--- config.mk ---
export PLATFORM = sky130hd
export DESIGN_NAME = interrupt_scheduler_flat
export DESIGN_NICKNAME = d
export VERILOG_FILES = /design/src/rtl/interrupt_scheduler_if.sv /design/src/rtl/interrupt_scheduler.sv /design/src/flat_wrapper.sv
export SDC_FILE = /design/constraint.sdc
export NUM_CORES = 1
export LEC_CHECK = 0
export BUFFER_PORTS_ARGS = -buffer_cell sky130_fd_sc_hd__buf_2
export CAP_MARGIN = 20
export CELL_PAD_IN_SITES_DETAIL_PLACEMENT = 1
export CELL_PAD_IN_SITES_GLOBAL_PLACEMENT = 1
export CORE_AREA = 10 10 75 77
export CTS_CLUSTER_DIAMETER = 100
export DETAILED_ROUTE_END_ITERATION = 10
export DIE_AREA = 0 0 85 87
export GPL_TIMING_DRIVEN = 1
export PLACE_DENSITY_LB_ADDON = 0.25
export SLEW_MARGIN = 25
export SYNTH_ARGS = -nofsm -noshare
export SYNTH_HDL_FRONTEND = slang
export SYNTH_SLANG_ARGS = --single-unit
--- constraint.sdc ---
create_clock -name clock -period 2.95 [get_ports clock]
set_input_delay 0.4425 -clock clock [delete_from_list [all_inputs] [get_ports clock]]
set_output_delay 0.4425 -clock clock [all_outputs]
set_load 0.02 [all_outputs]
--- src/rtl/interrupt_scheduler_if.sv ---
// Interrupt presentation bus between the scheduler and the control unit.
// The scheduler (master) presents irq_valid/irq_code; the control unit
// (slave) answers with irq_ack and signals kernel_return when done.
interface interrupt_scheduler_if #(
  parameter int CODE_WIDTH = 2
);
  logic                  irq_valid;
  logic [CODE_WIDTH-1:0] irq_code;
  logic                  irq_ack;
  logic                  kernel_return;

  modport master (
    output irq_valid,
    output irq_code,
    input  irq_ack,
    input  kernel_return
  );

  modport slave (
    input  irq_valid,
    input  irq_code,
    output irq_ack,
    output kernel_return
  );
endinterface

--- src/rtl/interrupt_scheduler.sv ---
// Preemption / interrupt sequencer. Owns the user time-slice counter and the
// two pending-interrupt latches (user syscall, quantum expiry), and presents
// one interrupt at a time to the control unit. The user request outranks
// quantum expiry. The quantum is frozen while kernel or I/O work runs.
// Optional feature: define INT_STATS_EN to add saturating per-code counters
// of accepted interrupts (user_irq_count, timer_irq_count).
module interrupt_scheduler #(
  parameter int QUANTUM_WIDTH   = 8,
  parameter int DEFAULT_QUANTUM = 128,
  parameter int CODE_WIDTH      = 2
`ifdef INT_STATS_EN
  ,
  parameter int STATS_WIDTH     = 16
`endif
) (
  input  logic                     clock,
  input  logic                     reset,
  input  logic                     is_Bios,
  input  logic                     is_kernel,
  input  logic                     is_input,
  input  logic                     is_output,
  input  logic                     user_request,
  input  logic                     quantum_we,
  input  logic [QUANTUM_WIDTH-1:0] quantum_value,
  interrupt_scheduler_if.master    irq_bus,
  output logic [QUANTUM_WIDTH-1:0] quantum_left,
  output logic [1:0]               sched_state
`ifdef INT_STATS_EN
  ,
  output logic [STATS_WIDTH-1:0]   user_irq_count,
  output logic [STATS_WIDTH-1:0]   timer_irq_count
`endif
);

  typedef enum logic [1:0] {
    BOOT    = 2'd0,
    RUN     = 2'd1,
    PENDING = 2'd2,
    SERVICE = 2'd3
  } state_t;

  localparam logic [CODE_WIDTH-1:0] CODE_NONE  = '0;
  localparam logic [CODE_WIDTH-1:0] CODE_USER  = CODE_WIDTH'(1);
  localparam logic [CODE_WIDTH-1:0] CODE_TIMER = CODE_WIDTH'(2);

  state_t                   state_q, state_d;
  logic [QUANTUM_WIDTH-1:0] quantum_reg_q, quantum_reg_d;
  logic [QUANTUM_WIDTH-1:0] quantum_left_q, quantum_left_d;
  logic                     user_pend_q, user_pend_d;
  logic                     timer_pend_q, timer_pend_d;
  logic [CODE_WIDTH-1:0]    code_q, code_d;
  logic                     served_timer_q, served_timer_d;
  logic                     frozen;
  logic                     user_first;
  logic                     any_pend;
`ifdef INT_STATS_EN
  logic [STATS_WIDTH-1:0]   user_cnt_q, user_cnt_d;
  logic [STATS_WIDTH-1:0]   timer_cnt_q, timer_cnt_d;
`endif

  // Next-state, quantum counting, pend latching and code selection.
  always_comb begin
    state_d        = state_q;
    quantum_reg_d  = quantum_reg_q;
    quantum_left_d = quantum_left_q;
    user_pend_d    = user_pend_q;
    timer_pend_d   = timer_pend_q;
    code_d         = code_q;
    served_timer_d = served_timer_q;
    frozen         = is_kernel | is_input | is_output;
    user_first     = user_pend_q | user_request;
    any_pend       = user_first | timer_pend_q;
`ifdef INT_STATS_EN
    user_cnt_d     = user_cnt_q;
    timer_cnt_d    = timer_cnt_q;
`endif

    if (quantum_we) begin
      quantum_reg_d = (quantum_value == '0) ? QUANTUM_WIDTH'(1) : quantum_value;
    end

    case (state_q)
      BOOT: begin
        if (!is_Bios) begin
          state_d        = RUN;
          quantum_left_d = quantum_reg_q;
        end
      end
      RUN: begin
        if (!frozen && quantum_left_q != '0) begin
          quantum_left_d = quantum_left_q - QUANTUM_WIDTH'(1);
          if (quantum_left_q == QUANTUM_WIDTH'(1)) begin
            timer_pend_d = 1'b1;
          end
        end
        if (any_pend) begin
          state_d = PENDING;
          code_d  = user_first ? CODE_USER : CODE_TIMER;
        end
      end
      PENDING: begin
        if (irq_bus.irq_ack) begin
          state_d = SERVICE;
          if (code_q == CODE_USER) begin
            user_pend_d    = 1'b0;
            served_timer_d = 1'b0;
`ifdef INT_STATS_EN
            if (user_cnt_q != '1) user_cnt_d = user_cnt_q + STATS_WIDTH'(1);
`endif
          end else begin
            timer_pend_d   = 1'b0;
            served_timer_d = 1'b1;
`ifdef INT_STATS_EN
            if (timer_cnt_q != '1) timer_cnt_d = timer_cnt_q + STATS_WIDTH'(1);
`endif
          end
        end
      end
      SERVICE: begin
        if (irq_bus.kernel_return) begin
          if (served_timer_q) begin
            quantum_left_d = quantum_reg_q;
          end
          if (any_pend) begin
            state_d = PENDING;
            code_d  = user_first ? CODE_USER : CODE_TIMER;
          end else begin
            state_d = RUN;
          end
        end
      end
      default: state_d = BOOT;
    endcase

    if (user_request && state_q != BOOT) begin
      user_pend_d = 1'b1;
    end
  end

  // State register with synchronous reset that overrides every input.
  always_ff @(posedge clock) begin
    if (reset) begin
      state_q        <= BOOT;
      quantum_reg_q  <= QUANTUM_WIDTH'(DEFAULT_QUANTUM);
      quantum_left_q <= QUANTUM_WIDTH'(DEFAULT_QUANTUM);
      user_pend_q    <= 1'b0;
      timer_pend_q   <= 1'b0;
      code_q         <= CODE_NONE;
      served_timer_q <= 1'b0;
`ifdef INT_STATS_EN
      user_cnt_q     <= '0;
      timer_cnt_q    <= '0;
`endif
    end else begin
      state_q        <= state_d;
      quantum_reg_q  <= quantum_reg_d;
      quantum_left_q <= quantum_left_d;
      user_pend_q    <= user_pend_d;
      timer_pend_q   <= timer_pend_d;
      code_q         <= code_d;
      served_timer_q <= served_timer_d;
`ifdef INT_STATS_EN
      user_cnt_q     <= user_cnt_d;
      timer_cnt_q    <= timer_cnt_d;
`endif
    end
  end

  // The code is only visible while an interrupt is being presented.
  always_comb begin
    irq_bus.irq_valid = (state_q == PENDING);
    irq_bus.irq_code  = (state_q == PENDING) ? code_q : CODE_NONE;
    quantum_left      = quantum_left_q;
    sched_state       = state_q;
`ifdef INT_STATS_EN
    user_irq_count    = user_cnt_q;
    timer_irq_count   = timer_cnt_q;
`endif
  end

endmodule
--- src/flat_wrapper.sv ---
// flat-port wrapper written by rule: the top's interface ports become plain ports
module interrupt_scheduler_flat 
#(
  parameter int QUANTUM_WIDTH   = 8,
  parameter int DEFAULT_QUANTUM = 128,
  parameter int CODE_WIDTH      = 2

)
  (clock, reset, is_Bios, is_kernel, is_input, is_output, user_request, quantum_we, quantum_value, quantum_left, sched_state, irq_bus_irq_valid, irq_bus_irq_code, irq_bus_irq_ack, irq_bus_kernel_return);
  interrupt_scheduler_if #(.CODE_WIDTH(CODE_WIDTH)) irq_bus_i ();
  input  logic clock;
  input  logic reset;
  input  logic is_Bios;
  input  logic is_kernel;
  input  logic is_input;
  input  logic is_output;
  input  logic user_request;
  input  logic quantum_we;
  input  logic [QUANTUM_WIDTH-1:0] quantum_value;
  output logic [QUANTUM_WIDTH-1:0] quantum_left;
  output logic [1:0] sched_state;
  output wire logic [$bits(irq_bus_i.irq_valid)-1:0] irq_bus_irq_valid;
  output wire logic [$bits(irq_bus_i.irq_code)-1:0] irq_bus_irq_code;
  input wire logic [$bits(irq_bus_i.irq_ack)-1:0] irq_bus_irq_ack;
  input wire logic [$bits(irq_bus_i.kernel_return)-1:0] irq_bus_kernel_return;
  assign irq_bus_irq_valid = irq_bus_i.irq_valid;
  assign irq_bus_irq_code = irq_bus_i.irq_code;
  assign irq_bus_i.irq_ack = irq_bus_irq_ack;
  assign irq_bus_i.kernel_return = irq_bus_kernel_return;
  interrupt_scheduler #(.QUANTUM_WIDTH(QUANTUM_WIDTH), .DEFAULT_QUANTUM(DEFAULT_QUANTUM), .CODE_WIDTH(CODE_WIDTH)) u_core (.clock(clock), .reset(reset), .is_Bios(is_Bios), .is_kernel(is_kernel), .is_input(is_input), .is_output(is_output), .user_request(user_request), .quantum_we(quantum_we), .quantum_value(quantum_value), .irq_bus(irq_bus_i), .quantum_left(quantum_left), .sched_state(sched_state));
endmodule
# After elaboration in Yosys (flattened, before gate mapping)
# Cells that the tools add are included.
[totals]
reg_bits = 23
input_bits = 18
output_inout_bits = 13
wordCells = 71
[op_classes]
n_addsub = 1
n_eq_ne = 13
muxes = 27
n_bitwise = 4
reduce_logical = 19
[op_table]
columns = ["cell", "count"]
rows = [
  ["two-way mux 8 bit", 5],
  ["one-hot mux 8 bit (3 select lines)", 1],
  ["two-way mux 2 bit", 9],
  ["nonzero test 2 bit", 6],
  ["inequality test 2 x 1 -> 1 bit, second input constant", 5],
  ["AND reduction 5 bit", 2],
  ["two-way mux 1 bit", 9],
  ["equality test 8 x 1 -> 1 bit, second input constant", 1],
  ["logical NOT 8 bit", 1],
  ["one-hot mux 2 bit (4 select lines)", 1],
  ["nonzero test 8 bit", 1],
  ["subtractor 8 x 1 -> 8 bit, second input constant", 1],
  ["inequality test 2 bit, second input constant", 3],
  ["equality test 2 x 1 -> 1 bit, second input constant", 2],
  ["equality test 2 bit, second input constant", 2],
  ["bitwise OR 1 bit", 4],
  ["one-hot mux 2 bit (2 select lines)", 1],
  ["AND reduction 2 bit", 2],
  ["AND reduction 4 bit", 1],
  ["AND reduction 3 bit", 1],
  ["nonzero test 3 bit", 1],
  ["logical AND 1 bit", 2],
  ["logical NOT 2 bit", 1],
  ["one-hot mux 1 bit (2 select lines)", 1],
  ["logical NOT 1 bit", 1],
]

# Logic depth before layout (Yosys ltp)
[logic_depth]
word_depth = 6
depth_mapped = 8
mapped_depth_nobuf = 6

# Worst setup path before layout
# OpenSTA, ideal clock, no wires.
[synth_timing]
kind = "register to output"
start = "register u_core.state_q[1], in the netlist u_core.sched_state[1]"
end = "output port irq_bus_irq_code[0]"
t_arrival_ns = 1.381
required_ns = 2.508
setup_slack_ns = 1.126
stages_incl_launch_ff = 4
path_buffers = 1
cell_sequence = "dfxtp_1 > buf_6 > nor2b_1 > and2_1"
[synth_via]
elab_chain_len = 2
[synth_lines]
columns = ["item", "line", "text"]
rows = [
  ["start: declaration", "interrupt_scheduler.sv:46", "state_t state_q, state_d;"],
  ["start signal: assignment", "interrupt_scheduler.sv:155", "state_q <= state_d;"],
  ["equality test 2 bit", "-", ""],
  ["net irq_bus_irq_valid", "flat_wrapper.sv:22", "output wire logic [$bits(irq_bus_i.irq_valid)-1:0] irq_bus_irq_valid;"],
  ["two-way mux 2 bit", "interrupt_scheduler.sv:172", "irq_bus.irq_code = (state_q == PENDING) ? code_q : CODE_NONE;"],
  ["end: declaration", "flat_wrapper.sv:23", "output wire logic [$bits(irq_bus_i.irq_code)-1:0] irq_bus_irq_code;"],
]
# The timed path passes the listed nets, and every way through them passes these cells.

# Final worst setup path
[layout_timing]
start = "register u_core.state_q[1], in the netlist u_core.sched_state[1]"
end = "register u_core.quantum_left_q[0], in the netlist u_core.quantum_left[0]"
[layout_via]
elab_chain_len = 3
elab_cells_between_ends = 10
cone_classes = "eq/ne (6); mux (1); reduce/logical (3)"
[layout_lines]
columns = ["item", "line", "text"]
rows = [
  ["equality test 2 bit (tied with other cells)", "interrupt_scheduler.sv:82", "case (state_q)"],
  ["inequality test 2 x 1 -> 1 bit (no line) (tied with other cells)", "-", ""],
  ["AND reduction 5 bit (no line)", "-", ""],
  ["end signal: assignment", "interrupt_scheduler.sv:145", "quantum_left_q <= QUANTUM_WIDTH'(DEFAULT_QUANTUM);"],
  ["end signal: assignment", "interrupt_scheduler.sv:157", "quantum_left_q <= quantum_left_d;"],
  ["end: declaration", "interrupt_scheduler.sv:48", "logic [QUANTUM_WIDTH-1:0] quantum_left_q, quantum_left_d;"],
]
# Parallel ways exist; a longest one is shown, timed or not.
# A chain may end at the register's enable or synchronous reset.

==> run summary <==
nets = 195
initial antenna violation count = 0
WL final = 3.257 mm
first-pass GRT wire length = 5.678 mm
post-route worst setup slack = 0.8215 ns
grt ovf = 0
Synth Instances = 146
Core Rows = 24
clk buf depth = 2
DIE AREA = 0.007395 mm^2
# Max-Cap Violations = 0
synth warn = 0
critical path data arrival time = 2.26 ns
Cell Int Power = 0.5252 mW
tightest hold margin = 0.4208 ns
Placed Area = 0.001383 mm^2
status = complete, no violations
vias in the first global route = 1176
asr flop ratio synth = 0%
DR WL/cell = 14.48 um
largest family of logic cells by synthesized area = simple AND/OR/NAND/NOR gates
Seq pwr share = 46.2%
post-cts sizing count = 0
crit path kind = reg2reg
Period minus WS final = 2.128 ns
Filler cells = 527
ys flop type = dfxtp_1
Reg clk slew, reported paths = 0.08 ns
Total Routing Usage GR = 9.221%
multi-input logic area = 691.9 um^2
# H-tree levels = 1
ordered list of cells on the worst path = nand2b_1 > nor2_1 > a211oi_4 > mux2i_1 > a21oi_1
Critical Path RT = 3.08 ns
Hold Path Stages = 2
Max Clock Freq = 469.8 MHz
simple-gate share of the synthesized area = 26.16%
Yosys cell types = 34
die width = 85 um
endpoints failing hold = 0
Area Overhead vs Synth = 17.51%
post-CTS setup buffer count = 0
largest net degree at the start of global routing = 25
critical path capture point type = register
maximum VDD drop = 191.2 uV
Final Cell Area = 0.001428 mm^2
syn_nets = 167
DIE HEIGHT = 87 um
Final setup viols = 0
pwr dens = 554.7 mW/mm^2
CP Launch Type = register
via count = 1088
Final Non-Filler Cells = 225
CTS tree = built
Compound-Gate Fraction of Synth Area = 18.74%
Clk pwr share = 24.6%
drt first pass iters = 4
CP max stage delay = 0.58 ns
Worst path slowest cell = nand2b_1
switch share = 33.69%
DRC viols = 0
#FFs+latches synth = 23
Hold Buf Count CTS = 0
RSZ-0062 raised after global routing = no
FF+latch area = 460.4 um^2
cell area after synthesis = 0.001215 mm^2
Sw Pwr = 0.2668 mW
port bufs = 30
post-synthesis adder-cell area fraction = 3.090%
Detail Placement HPWL = 2.602 mm
layout cell share with drive strength beyond 1 = 23.12%
Clock Skews = 0.002781 ns
clock buffer count from CTS = 3
initial DRC count = 56
num ports = 31
Synth Area in XOR/XNOR = 0.7209%
ant diodes = 0
sink of the worst hold path = u_core.quantum_reg_q[7]
HP Class = in2reg
Logic pwr share = 29.2%
worst-path fanout max = 17
post-synthesis mux area share = 8.239%
final design utilization = 33.72%
Initial Util = 28.69%
Fin Setup TNS = 0 ns
Final Max Slew Viols = 0
Reg2Reg Depth = 5
Final ANT Viol Nets = 0
pre-CTS setup slack = 0.8149 ns
Placer Congestion = 0.7630
Rel. slew slack = 56.18%
P_leak = 0.6126 nW
worst reg2reg endpoint = u_core.quantum_left[0]
r2r setup slk = 0.82 ns
Tcrit/Tclk final = 72.15%
drt via density = 4.836
CTS root buf = clkbuf_8
worst-margin pin slew = 0.6574 ns
number of synthesized flops with an enable pin = 0
Total Power = 0.7920 mW
Syn Area/Cell = 8.321 um^2
Skew-Pair Late Insertion Delay = 0.26 ns
min-delay src = quantum_value[7]
dpl cells = 221
Seq/Total Area, Yosys = 37.90%
reg-to-reg startpoint = u_core.sched_state[1]
clock sinks = 23
Core Footprint = 0.004234 mm^2
==> state kept, by name, indices dropped and copies added (netlist names) <==
register	count
u_core.served_timer_q	1
u_core.timer_pend_q	1
u_core.quantum_reg_q	8
u_core.code_q	2
u_core.quantum_left	8
u_core.user_pend_q	1
u_core.sched_state	2
==> layout by cell type, fill, tap and decap left out, types with 2 or more instances in the layout <==
cell       n
a21oi_1   14
o21ai_0    8
mux2i_1   10
a211o_1    2
inv_1      4
nand2_1   16
ha_1       3
o31ai_1    3
nor2b_1    5
nor3_1     5
clkbuf_8   3
a211oi_1   2
and2_1     3
nor2_1    22
dfxtp_1   23
nor4_1     2
nand2b_1   3
buf_2     30
==> synthesized netlist by cell type (2+ instances only) <==
| master | count | area [um^2] |
|---|---|---|
| a211o_1 | 2 | 17.52 |
| a211oi_1 | 2 | 15.01 |
| a21oi_1 | 14 | 70.07 |
| and2_1 | 3 | 18.77 |
| clkbuf_1 | 4 | 15.01 |
| dfxtp_1 | 23 | 460.4 |
| ha_1 | 3 | 37.54 |
| inv_1 | 4 | 15.01 |
| mux2i_1 | 10 | 100.1 |
| nand2_1 | 16 | 60.06 |
| nand2b_1 | 3 | 18.77 |
| nor2_1 | 22 | 82.58 |
| nor2b_1 | 5 | 31.28 |
| nor3_1 | 5 | 25.02 |
| nor4_1 | 2 | 12.51 |
| o21ai_0 | 8 | 40.04 |
| o31ai_1 | 3 | 22.52 |
==> cells by family (layout without fill, tap and decap cells) <==
kind of cell               after synthesis  count (layout)
buffers and inverters                   11              38
DFF                                     23              23
AOI/OAI and AO/OA                       34              34
and+or+nand+nor                         64              64
xor gates and xnor gates                 1               1
muxes                                   10              10
adders and majority gates                3               3
==> worst max-delay path: cells and delay by family, from the launching register on <==
kind	cells	cell delay, ns
AOI/OAI and AO/OA	2	0.48
DFF	1	0.47
muxes	1	0.23
and+or+nand+nor	2	0.82
==> power by group through the flow <==
stage          combinational (mW)  sequential, mW  clock (mW)
2_1_floorplan               0.160           0.383           0
3_3_place_gp                0.228           0.373           0
3_5_place_dp                0.234           0.374           0
4_1_cts                     0.236           0.367       0.204
5_1_grt                     0.261           0.373       0.219
6_report                    0.231           0.366       0.195
==> layout make-up <==
type	instances	share of cell area [%]
flip-flops and latches	23	32.25
clock buffers	4	3.155
well taps	52	4.557
multi-input cells	112	48.47
repair buffers	30	10.52
inverters	4	1.052
==> per-layer routing <==
layer	vias to the layer above	wire length [um]	GRT usage, %
li1	560	-	-
met1	513	1541	11.54
met2	13	1561	14.58
met3	2	125	2.247
met4	0	28	4.042
met5	-	0	0
==> worst max path at each step <==
| stage | cells past startpoint | from | slack (ns) | to |
|---|---|---|---|---|
| finish | 5 | u_core.sched_state[1] | 0.82 | u_core.quantum_left[0] |
| global route | 5 | u_core.sched_state[1] | 0.61 | u_core.quantum_left[0] |
| CTS | 5 | u_core.sched_state[1] | 0.78 | u_core.quantum_left[0] |
| detailed placement | 5 | u_core.sched_state[1] | 0.81 | u_core.quantum_left[0] |
| global placement | 5 | u_core.sched_state[1] | 0.90 | u_core.quantum_left[0] |
| floorplan | 3 | u_core.sched_state[1] | 1.13 | irq_bus_irq_code[0] |
(Power assumes the default switching activity.)
